[config.mk]
export PLATFORM = sky130hd
export DESIGN_NAME = mopshub_uplink_arbiter_flat
export DESIGN_NICKNAME = d
export VERILOG_FILES = /design/src/rtl/mopshub_uplink_arbiter_if.sv /design/src/rtl/mopshub_uplink_arbiter.sv /design/src/flat_wrapper.sv
export SDC_FILE = /design/constraint.sdc
export NUM_CORES = 1
export LEC_CHECK = 0
export CAP_MARGIN = 20
export CORE_MARGIN = 2
export CORE_UTILIZATION = 45
export DETAILED_ROUTE_END_ITERATION = 8
export PLACE_DENSITY = 0.7
export SLEW_MARGIN = 20
export SYNTH_ARGS = -nofsm -noshare
export SYNTH_HDL_FRONTEND = slang
export SYNTH_SLANG_ARGS = --single-unit
[constraint.sdc]
create_clock -name clk_i -period 7.8 [get_ports clk_i]
set_clock_uncertainty 0.05 [all_clocks]
set_input_delay 2.34 -clock clk_i [delete_from_list [all_inputs] [get_ports clk_i]]
set_output_delay 2.34 -clock clk_i [all_outputs]
set_load 0.05 [all_outputs]
[src/rtl/mopshub_uplink_arbiter_if.sv]
// Handshake bundle between the uplink arbiter, the CAN receive cores and the e-link transmitter.
// The slave modport is the arbiter side; the master modport is the receiver/transmitter side.
interface mopshub_uplink_arbiter_if;
  logic [15:0] can_rec_req;
  logic [15:0] can_rec_ack;
  logic [4:0]  can_rec_select;
  logic        grant_valid;
  logic        start_elink_tx;
  logic        elink_tx_done;

  modport slave (
    input  can_rec_req,
    input  elink_tx_done,
    output can_rec_ack,
    output can_rec_select,
    output grant_valid,
    output start_elink_tx
  );

  modport master (
    output can_rec_req,
    output elink_tx_done,
    input  can_rec_ack,
    input  can_rec_select,
    input  grant_valid,
    input  start_elink_tx
  );
endinterface

[src/rtl/mopshub_uplink_arbiter.sv]
// Round-robin scheduler sharing the single e-link uplink between up to 16 CAN bus receivers.
// One frame is in flight at a time; each transfer ends on done, timeout or abort.
module mopshub_uplink_arbiter #(
  parameter int unsigned TIMEOUT_CYC = 2048,
  parameter int unsigned CNT_W       = 16
) (
  input  logic                 clk_i,
  input  logic                 rst_ni,
  input  logic [4:0]           n_buses_i,
  input  logic [15:0]          bus_en_mask_i,
  input  logic                 abort_i,
  mopshub_uplink_arbiter_if.slave up_if,
  output logic                 timeout_err_o,
  output logic [4:0]           err_bus_id_o,
  output logic [CNT_W-1:0]     frame_cnt_o
);

  localparam int unsigned TimerW = (TIMEOUT_CYC > 2) ? $clog2(TIMEOUT_CYC) : 1;

  typedef enum logic [1:0] {StIdle, StGrant, StWait, StGap} state_e;

  state_e              state_q, state_d;
  logic [3:0]          rr_ptr_q, rr_ptr_d;
  logic [4:0]          sel_q, sel_d;
  logic [TimerW-1:0]   timer_q, timer_d;
  logic [4:0]          err_id_q, err_id_d;
  logic [CNT_W-1:0]    cnt_q, cnt_d;

  logic [3:0]  lim;
  logic [15:0] elig;
  logic        win_found;
  logic [3:0]  win_idx;
  logic [3:0]  cand;
  logic        timer_exp;

  assign timer_exp = (timer_q == TimerW'(TIMEOUT_CYC - 1));

  // Circular first-set search starting one past the last served bus.
  always_comb begin
    lim       = (n_buses_i > 5'd15) ? 4'd15 : n_buses_i[3:0];
    elig      = '0;
    win_found = 1'b0;
    win_idx   = '0;
    cand      = '0;
    for (int i = 0; i < 16; i++) begin
      elig[i] = up_if.can_rec_req[i] & bus_en_mask_i[i] & (4'(i) <= lim);
    end
    for (int k = 1; k <= 16; k++) begin
      cand = rr_ptr_q + 4'(k);
      if (!win_found && elig[cand]) begin
        win_found = 1'b1;
        win_idx   = cand;
      end
    end
  end

  always_ff @(posedge clk_i or negedge rst_ni) begin
    if (!rst_ni) begin
      state_q  <= StIdle;
      rr_ptr_q <= 4'd15;
      sel_q    <= '0;
      timer_q  <= '0;
      err_id_q <= '0;
      cnt_q    <= '0;
    end else begin
      state_q  <= state_d;
      rr_ptr_q <= rr_ptr_d;
      sel_q    <= sel_d;
      timer_q  <= timer_d;
      err_id_q <= err_id_d;
      cnt_q    <= cnt_d;
    end
  end

  always_comb begin
    state_d  = state_q;
    rr_ptr_d = rr_ptr_q;
    sel_d    = sel_q;
    timer_d  = timer_q;
    err_id_d = err_id_q;
    cnt_d    = cnt_q;
    unique case (state_q)
      StIdle: begin
        if (!abort_i && win_found) begin
          sel_d   = {1'b0, win_idx};
          state_d = StGrant;
        end
      end
      StGrant: begin
        timer_d = '0;
        state_d = abort_i ? StIdle : StWait;
      end
      StWait: begin
        if (abort_i) begin
          state_d = StIdle;
        end else if (up_if.elink_tx_done) begin
          // Done beats a coincident timeout.
          cnt_d    = (&cnt_q) ? cnt_q : cnt_q + CNT_W'(1);
          rr_ptr_d = sel_q[3:0];
          state_d  = StGap;
        end else if (timer_exp) begin
          err_id_d = sel_q;
          rr_ptr_d = sel_q[3:0];
          state_d  = StGap;
        end else begin
          timer_d = timer_q + TimerW'(1);
        end
      end
      StGap: begin
        state_d = StIdle;
      end
      default: begin
        state_d = StIdle;
      end
    endcase
  end

  always_comb begin
    up_if.can_rec_ack    = '0;
    up_if.grant_valid    = (state_q == StGrant) || (state_q == StWait);
    up_if.start_elink_tx = (state_q == StGrant);
    timeout_err_o        = 1'b0;
    if (state_q == StWait && !abort_i) begin
      if (up_if.elink_tx_done) begin
        up_if.can_rec_ack[sel_q[3:0]] = 1'b1;
      end else if (timer_exp) begin
        up_if.can_rec_ack[sel_q[3:0]] = 1'b1;
        timeout_err_o                 = 1'b1;
      end
    end
  end

  assign up_if.can_rec_select = sel_q;
  assign err_bus_id_o         = err_id_q;
  assign frame_cnt_o          = cnt_q;

endmodule

[src/flat_wrapper.sv]
// flat-port wrapper written by rule: the top's interface ports become plain ports
module mopshub_uplink_arbiter_flat 
#(
  parameter int unsigned TIMEOUT_CYC = 2048,
  parameter int unsigned CNT_W       = 16
)
  (clk_i, rst_ni, n_buses_i, bus_en_mask_i, abort_i, timeout_err_o, err_bus_id_o, frame_cnt_o, up_if_can_rec_req, up_if_elink_tx_done, up_if_can_rec_ack, up_if_can_rec_select, up_if_grant_valid, up_if_start_elink_tx);
  mopshub_uplink_arbiter_if up_if_i ();
  input  logic clk_i;
  input  logic rst_ni;
  input  logic [4:0] n_buses_i;
  input  logic [15:0] bus_en_mask_i;
  input  logic abort_i;
  output logic timeout_err_o;
  output logic [4:0] err_bus_id_o;
  output logic [CNT_W-1:0] frame_cnt_o;
  input wire logic [$bits(up_if_i.can_rec_req)-1:0] up_if_can_rec_req;
  input wire logic [$bits(up_if_i.elink_tx_done)-1:0] up_if_elink_tx_done;
  output wire logic [$bits(up_if_i.can_rec_ack)-1:0] up_if_can_rec_ack;
  output wire logic [$bits(up_if_i.can_rec_select)-1:0] up_if_can_rec_select;
  output wire logic [$bits(up_if_i.grant_valid)-1:0] up_if_grant_valid;
  output wire logic [$bits(up_if_i.start_elink_tx)-1:0] up_if_start_elink_tx;
  assign up_if_i.can_rec_req = up_if_can_rec_req;
  assign up_if_i.elink_tx_done = up_if_elink_tx_done;
  assign up_if_can_rec_ack = up_if_i.can_rec_ack;
  assign up_if_can_rec_select = up_if_i.can_rec_select;
  assign up_if_grant_valid = up_if_i.grant_valid;
  assign up_if_start_elink_tx = up_if_i.start_elink_tx;
  mopshub_uplink_arbiter #(.TIMEOUT_CYC(TIMEOUT_CYC), .CNT_W(CNT_W)) u_core (.clk_i(clk_i), .rst_ni(rst_ni), .n_buses_i(n_buses_i), .bus_en_mask_i(bus_en_mask_i), .abort_i(abort_i), .up_if(up_if_i), .timeout_err_o(timeout_err_o), .err_bus_id_o(err_bus_id_o), .frame_cnt_o(frame_cnt_o));
endmodule
* After elaboration in Yosys (flattened, before gate mapping)
Index checks and enable logic that the tools add are counted.
** Operators by class
- Add/subtract/negate cells :: 17
- $lt $le $gt $ge :: 35
- Equality and inequality tests :: 9
- Mux-type cells :: 85
- Bitwise logic cells :: 35
- Reductions and logical operators :: 45
** Operators with widths (number)
- 4-bit by 5-bit < comparator with 1-bit output (second input constant) :: 17
- 4-bit two-way mux :: 19
- 1-bit binary-select mux with 4-bit select :: 16
- 16-bit two-way mux :: 3
- 1-bit two-way mux :: 36
- 11-bit two-way mux :: 3
- 4-bit adder (second input constant) :: 8
- 1-bit bitwise AND :: 32
- 4-bit less-or-equal comparator (first input constant) :: 8
- 11-bit case mux with 2 select lines :: 1
- 1-bit logical AND :: 18
- 16-bit by 1-bit adder with 16-bit output (second input constant) :: 1
- 4-bit by 3-bit adder with 4-bit output (second input constant) :: 4
- 3-bit by 4-bit less-or-equal comparator with 1-bit output (first input constant) :: 4
- 1-bit logical NOT :: 16
- 16-bit AND reduction :: 1
- 4-bit AND reduction :: 3
- 11-bit by 1-bit adder with 11-bit output (second input constant) :: 1
- 11-bit == test (second input constant) :: 1
- 2-bit two-way mux :: 5
- 4-bit by 2-bit adder with 4-bit output (second input constant) :: 2
- 1-bit by 4-bit less-or-equal comparator with 1-bit output (first input constant) :: 2
- 2-bit by 4-bit less-or-equal comparator with 1-bit output (first input constant) :: 2
- 2-bit case mux with 4 select lines :: 1
- other kinds (15) :: 22
** Word-level totals
- Register bits after elaboration :: 41
- Output and inout port bits :: 45

* Logic depth before layout (Yosys ltp)
Gate-level depths: netlist of run 1.
- Depth in word-level cells :: 55
- Mapped depth :: 17
- Depth with buffers taken out :: 13

* Worst setup path after synthesis of run 1
OpenSTA, ideal clock, no wires.
- Kind :: input port to output port
- Start point :: input port abort_i
- End point :: output port timeout_err_o
- Data arrival time :: 4379 ps
- Required time :: 5410 ps
- Slack :: 1031 ps
- Stages :: 3
- Buffers on the path :: 0
- Cell sequence :: inv_1 -> nand2_1 -> nor4_1
** On the way
- Longest elaborated chain between the ends :: 3
** RTL lines
- from (decl) :: RTL line flat_wrapper.sv:13 : input logic abort_i;
- 1-bit logical NOT :: RTL line mopshub_uplink_arbiter.sv:123 : if (state_q == StWait && !abort_i) begin
- 1-bit logical AND :: RTL line mopshub_uplink_arbiter.sv:123
- 1-bit two-way mux :: RTL line mopshub_uplink_arbiter.sv:123
- to (decl) :: RTL line flat_wrapper.sv:14 : output logic timeout_err_o;
Every way passes these cells.

* Worst setup path in the final report of run 1
- Start point :: input port abort_i
- End point :: output port up_if_can_rec_ack[8]
** On the way
- Longest elaborated chain between the ends :: 3
** RTL lines
- 1-bit logical NOT :: RTL line mopshub_uplink_arbiter.sv:123
- 1-bit logical AND :: RTL line mopshub_uplink_arbiter.sv:123
- 16-bit two-way mux :: RTL line mopshub_uplink_arbiter.sv:123
- to (decl) :: RTL line flat_wrapper.sv:19 : output wire logic [$bits(up_if_i.can_rec_ack)-1:0] up_if_can_rec_ack;
Every way passes these cells.

==> results of run 1 <==
final cells by class:
type                    count  area share, %
clock buffers               5           1.17
clock inverters             3           1.17
well taps                 136           2.89
inverters                  21           1.34
repair buffers             89           14.8
flip-flops and latches     41           17.5
multi-input cells         521           61.1
final timing paths:
kind | start | to | slack (ps) | cells after the start
max in group asynchronous | rst_ni | u_core.timer_q[6]$_DFFE_PN0P_ | 5000 | 1
min in group asynchronous | rst_ni | u_core.frame_cnt_o[12]$_DFFE_PN0P_ | 2110 | 1
setup reg to reg | u_core.rr_ptr_q[0]$_DFFE_PN1P_ | u_core.up_if.can_rec_select[1]$_DFFE_PN0P_ | 2310 | 10
hold reg to reg | u_core.frame_cnt_o[10]$_DFFE_PN0P_ | u_core.frame_cnt_o[10]$_DFFE_PN0P_ | 450 | 1
hold / removal | u_core.frame_cnt_o[10]$_DFFE_PN0P_ | u_core.frame_cnt_o[10]$_DFFE_PN0P_ | 450 | 1
setup / recovery | abort_i | up_if_can_rec_ack[8] | 680 | 8
synth_stat cells (all sizes together), types with 4 or more instances:
master / instances / area share [%]
a21boi: 7 / 1.1
or3: 11 / 1.4
nand2: 64 / 4.9
nor4: 12 / 2.1
a32oi: 7 / 1.3
nand2b: 9 / 1.2
inv: 20 / 1.5
or2: 4 / 0.52
ha: 12 / 3.1
mux2i: 4 / 0.82
nand4: 11 / 1.5
xor2: 11 / 2.0
o221ai: 4 / 0.72
a31oi: 6 / 0.77
a22oi: 5 / 0.77
nor2: 63 / 4.9
o211a: 4 / 0.82
nor3: 19 / 2.3
dfstp: 4 / 2.2
nand3b: 7 / 1.1
clkbuf: 17 / 1.3
a2111oi: 6 / 1.4
and3: 10 / 1.3
a211oi: 10 / 1.8
a211o: 4 / 0.72
o31ai: 8 / 1.2
o22ai: 11 / 1.4
a21oi: 26 / 2.7
xnor2: 21 / 3.8
mux4: 12 / 5.6
o22a: 4 / 0.72
o21ai: 30 / 3.1
and2: 15 / 1.9
o211ai: 4 / 0.62
or4: 6 / 1.2
dfrtp: 37 / 19
nand3: 33 / 3.7
nor2b: 7 / 0.90
buf: 17 / 1.9
mux2: 7 / 1.6
sequential cells by signal, summed over array words and instances, names as in the netlist:
name,count
u_core.frame_cnt_o,16
u_core.timer_q,11
u_core.err_bus_id_o,4
u_core.rr_ptr_q,4
u_core.up_if.can_rec_select,4
u_core.state_q,2
metrics by stage:
step | total power (µW) | hold WS [ps]
final | 2910 | 453
after global routing | 3110 | 476
after CTS | 2860 | 459
after detailed placement | 2630 | 439
after global placement | 2610 | 424
after floorplan | 2070 | 413
cell families after synthesis:
logic type                 Yosys count  share of synthesized area (%)
buffers and inverters               55                           4.87
other                                1                         0.0772
DFF                                 41                           21.2
AOI/OAI and AO/OA                  171                           26.4
muxes                               23                           8.01
and+or+nand+nor                    281                           30.6
xor gates and xnor gates            32                           5.77
adders and majority gates           12                           3.09
worst max-delay path, stage by stage:
cell,delay (ps)
clkdlybuf4s50_1,490
nor2b_1,190
nand2_1,140
inv_1,190
nand2_1,90
or2_2,320
nor3_1,130
clkdlybuf4s50_1,830
power breakdown:
part           internal [µW]  switching (µW)  total (µW)  leakage (µW)
Combinational            858            1470        2320       0.00156
Clock                    129            79.6         209     0.0000687
Sequential               254             123         378      0.000547
per-layer routing:
| layer | track usage, % | vias to the layer above | routed length (µm) |
|---|---|---|---|
| met4 | 6.14 | 0 | 237 |
| met3 | 3.33 | 22 | 999 |
| met5 | 0 | - | 0 |
| met1 | 36.1 | 2528 | 6580 |
| met2 | 43.7 | 199 | 7420 |
| li1 | - | 2458 | - |
==> reports/metrics.yaml, run 1 <==
run_status:
  outcome: "finished, final reports clean"
route:
  firstDrtPassIters: 6
  post_drt_wl_per_cell_um: 18.7
  via_per_inst: 6.38
  detailroute.via_count: 5207
  drc: 0
  drtAntennaViolNets: 0
  wl_um: 15200
  first_iter_violations: 561
clock_network:
  clk-insertion-delay-late_ps: 290
  cts.repair.resized: 0
  post_cts_buffers: 0
  clk_pin_slew_ps: 90
  cts_hold_buf: 0
  htree_levels: 2
  cts.path.max_buffers: 2
  root_buffer: "clkbuf_8"
  cts_made_buffers: 5
  cts_tree: "built"
  cts_sinks: 41
floorplanning:
  die_h_um: 108
  core_um2: 10400
  start_util_pct: 46.6
  die_area_um2: 11600
  ioPinCount: 86
  fp.dieW_um: 108
  num_rows: 37
finish:
  area_growth_pct: 21.1
  fin_cells: 816
  multiInputGateArea_um2: 3590
  ff_latch_area_um2: 1030
  final_cell_mix: "clkdlybuf4s50_1 (82), nand2_1 (64), nor2_1 (63)"
  fin_area_um2: 5880
  antenna_cells: 0
  post-route-util_pct: 56.5
  nets: 732
  drive_gt1_share_pct: 8.82
  layout_commonest_cell: "clkdlybuf4s50_1"
  n_fill_cell: 972
critical_path:
  worstPathArrival_ps: 4730
  crit_required_ps: 5410
  endpoint_kind: "output port"
  cp_max_fo: 8
  cp-start-kind: "input port"
  critPathKind: "input port to output port"
sta:
  hold_viol: 0
  fin_crit_ps: 7120
  rsz0062_at_grt: "no"
  period_share_pct: 91.3
  relSlewSlack_pct: 23.7
  setup_slack_ps: 681
  clock.fmax_mhz: 140
  max_slew.worst_pin.slew_ps: 1120
  setup_viol: 0
  setup_tns_ps: 0
  slew_violations: 0
power:
  p_leak_uw: 0.00217
  ir_worst_vdd_v: 0.000312
  p_per_area_nw_per_um2: 494
logic_synthesis:
  ys.flop_type: "dfrtp_1"
  syn_area_per_cell_um2: 7.89
  synth_edf_count: 0
  synth_cells: 616
  syn-cell-area_um2: 4860
  ys_types: 83
  synthArstFlopShare_pct: 100
  yosys_warnings: 0
  ys_seq_elements: 41
  yosysSeqAreaShare_pct: 21.2
global_routing:
  grt-ovfl-total: 0
  grt_max_degree: 42
  grt_util_all_layers_pct: 26.2
  grt_pass1_wl_um: 24500
  grt_pass1_vias: 4797
  antenna_found_initial: 0
job:
  max_cap_viol_count: 0
place:
  io_buffers: 83
  pre_cts_ws_ps: 679
  dpl_cell_area_um2: 5750
  hpwl_um: 11800
  dp.cells: 808
  gp_congestion: 0.927
worst_hold_path:
  hold_path.class: "flip-flop to flip-flop"
Power figures use the tool's default switching activity.
==> inputs of run 2 (changes only) <==
Settings changed: HOLD_SLACK_MARGIN set to 0.02.
==> results of run 2 <==
The final DEF is identical to that of run 1; final timing and power are the same.
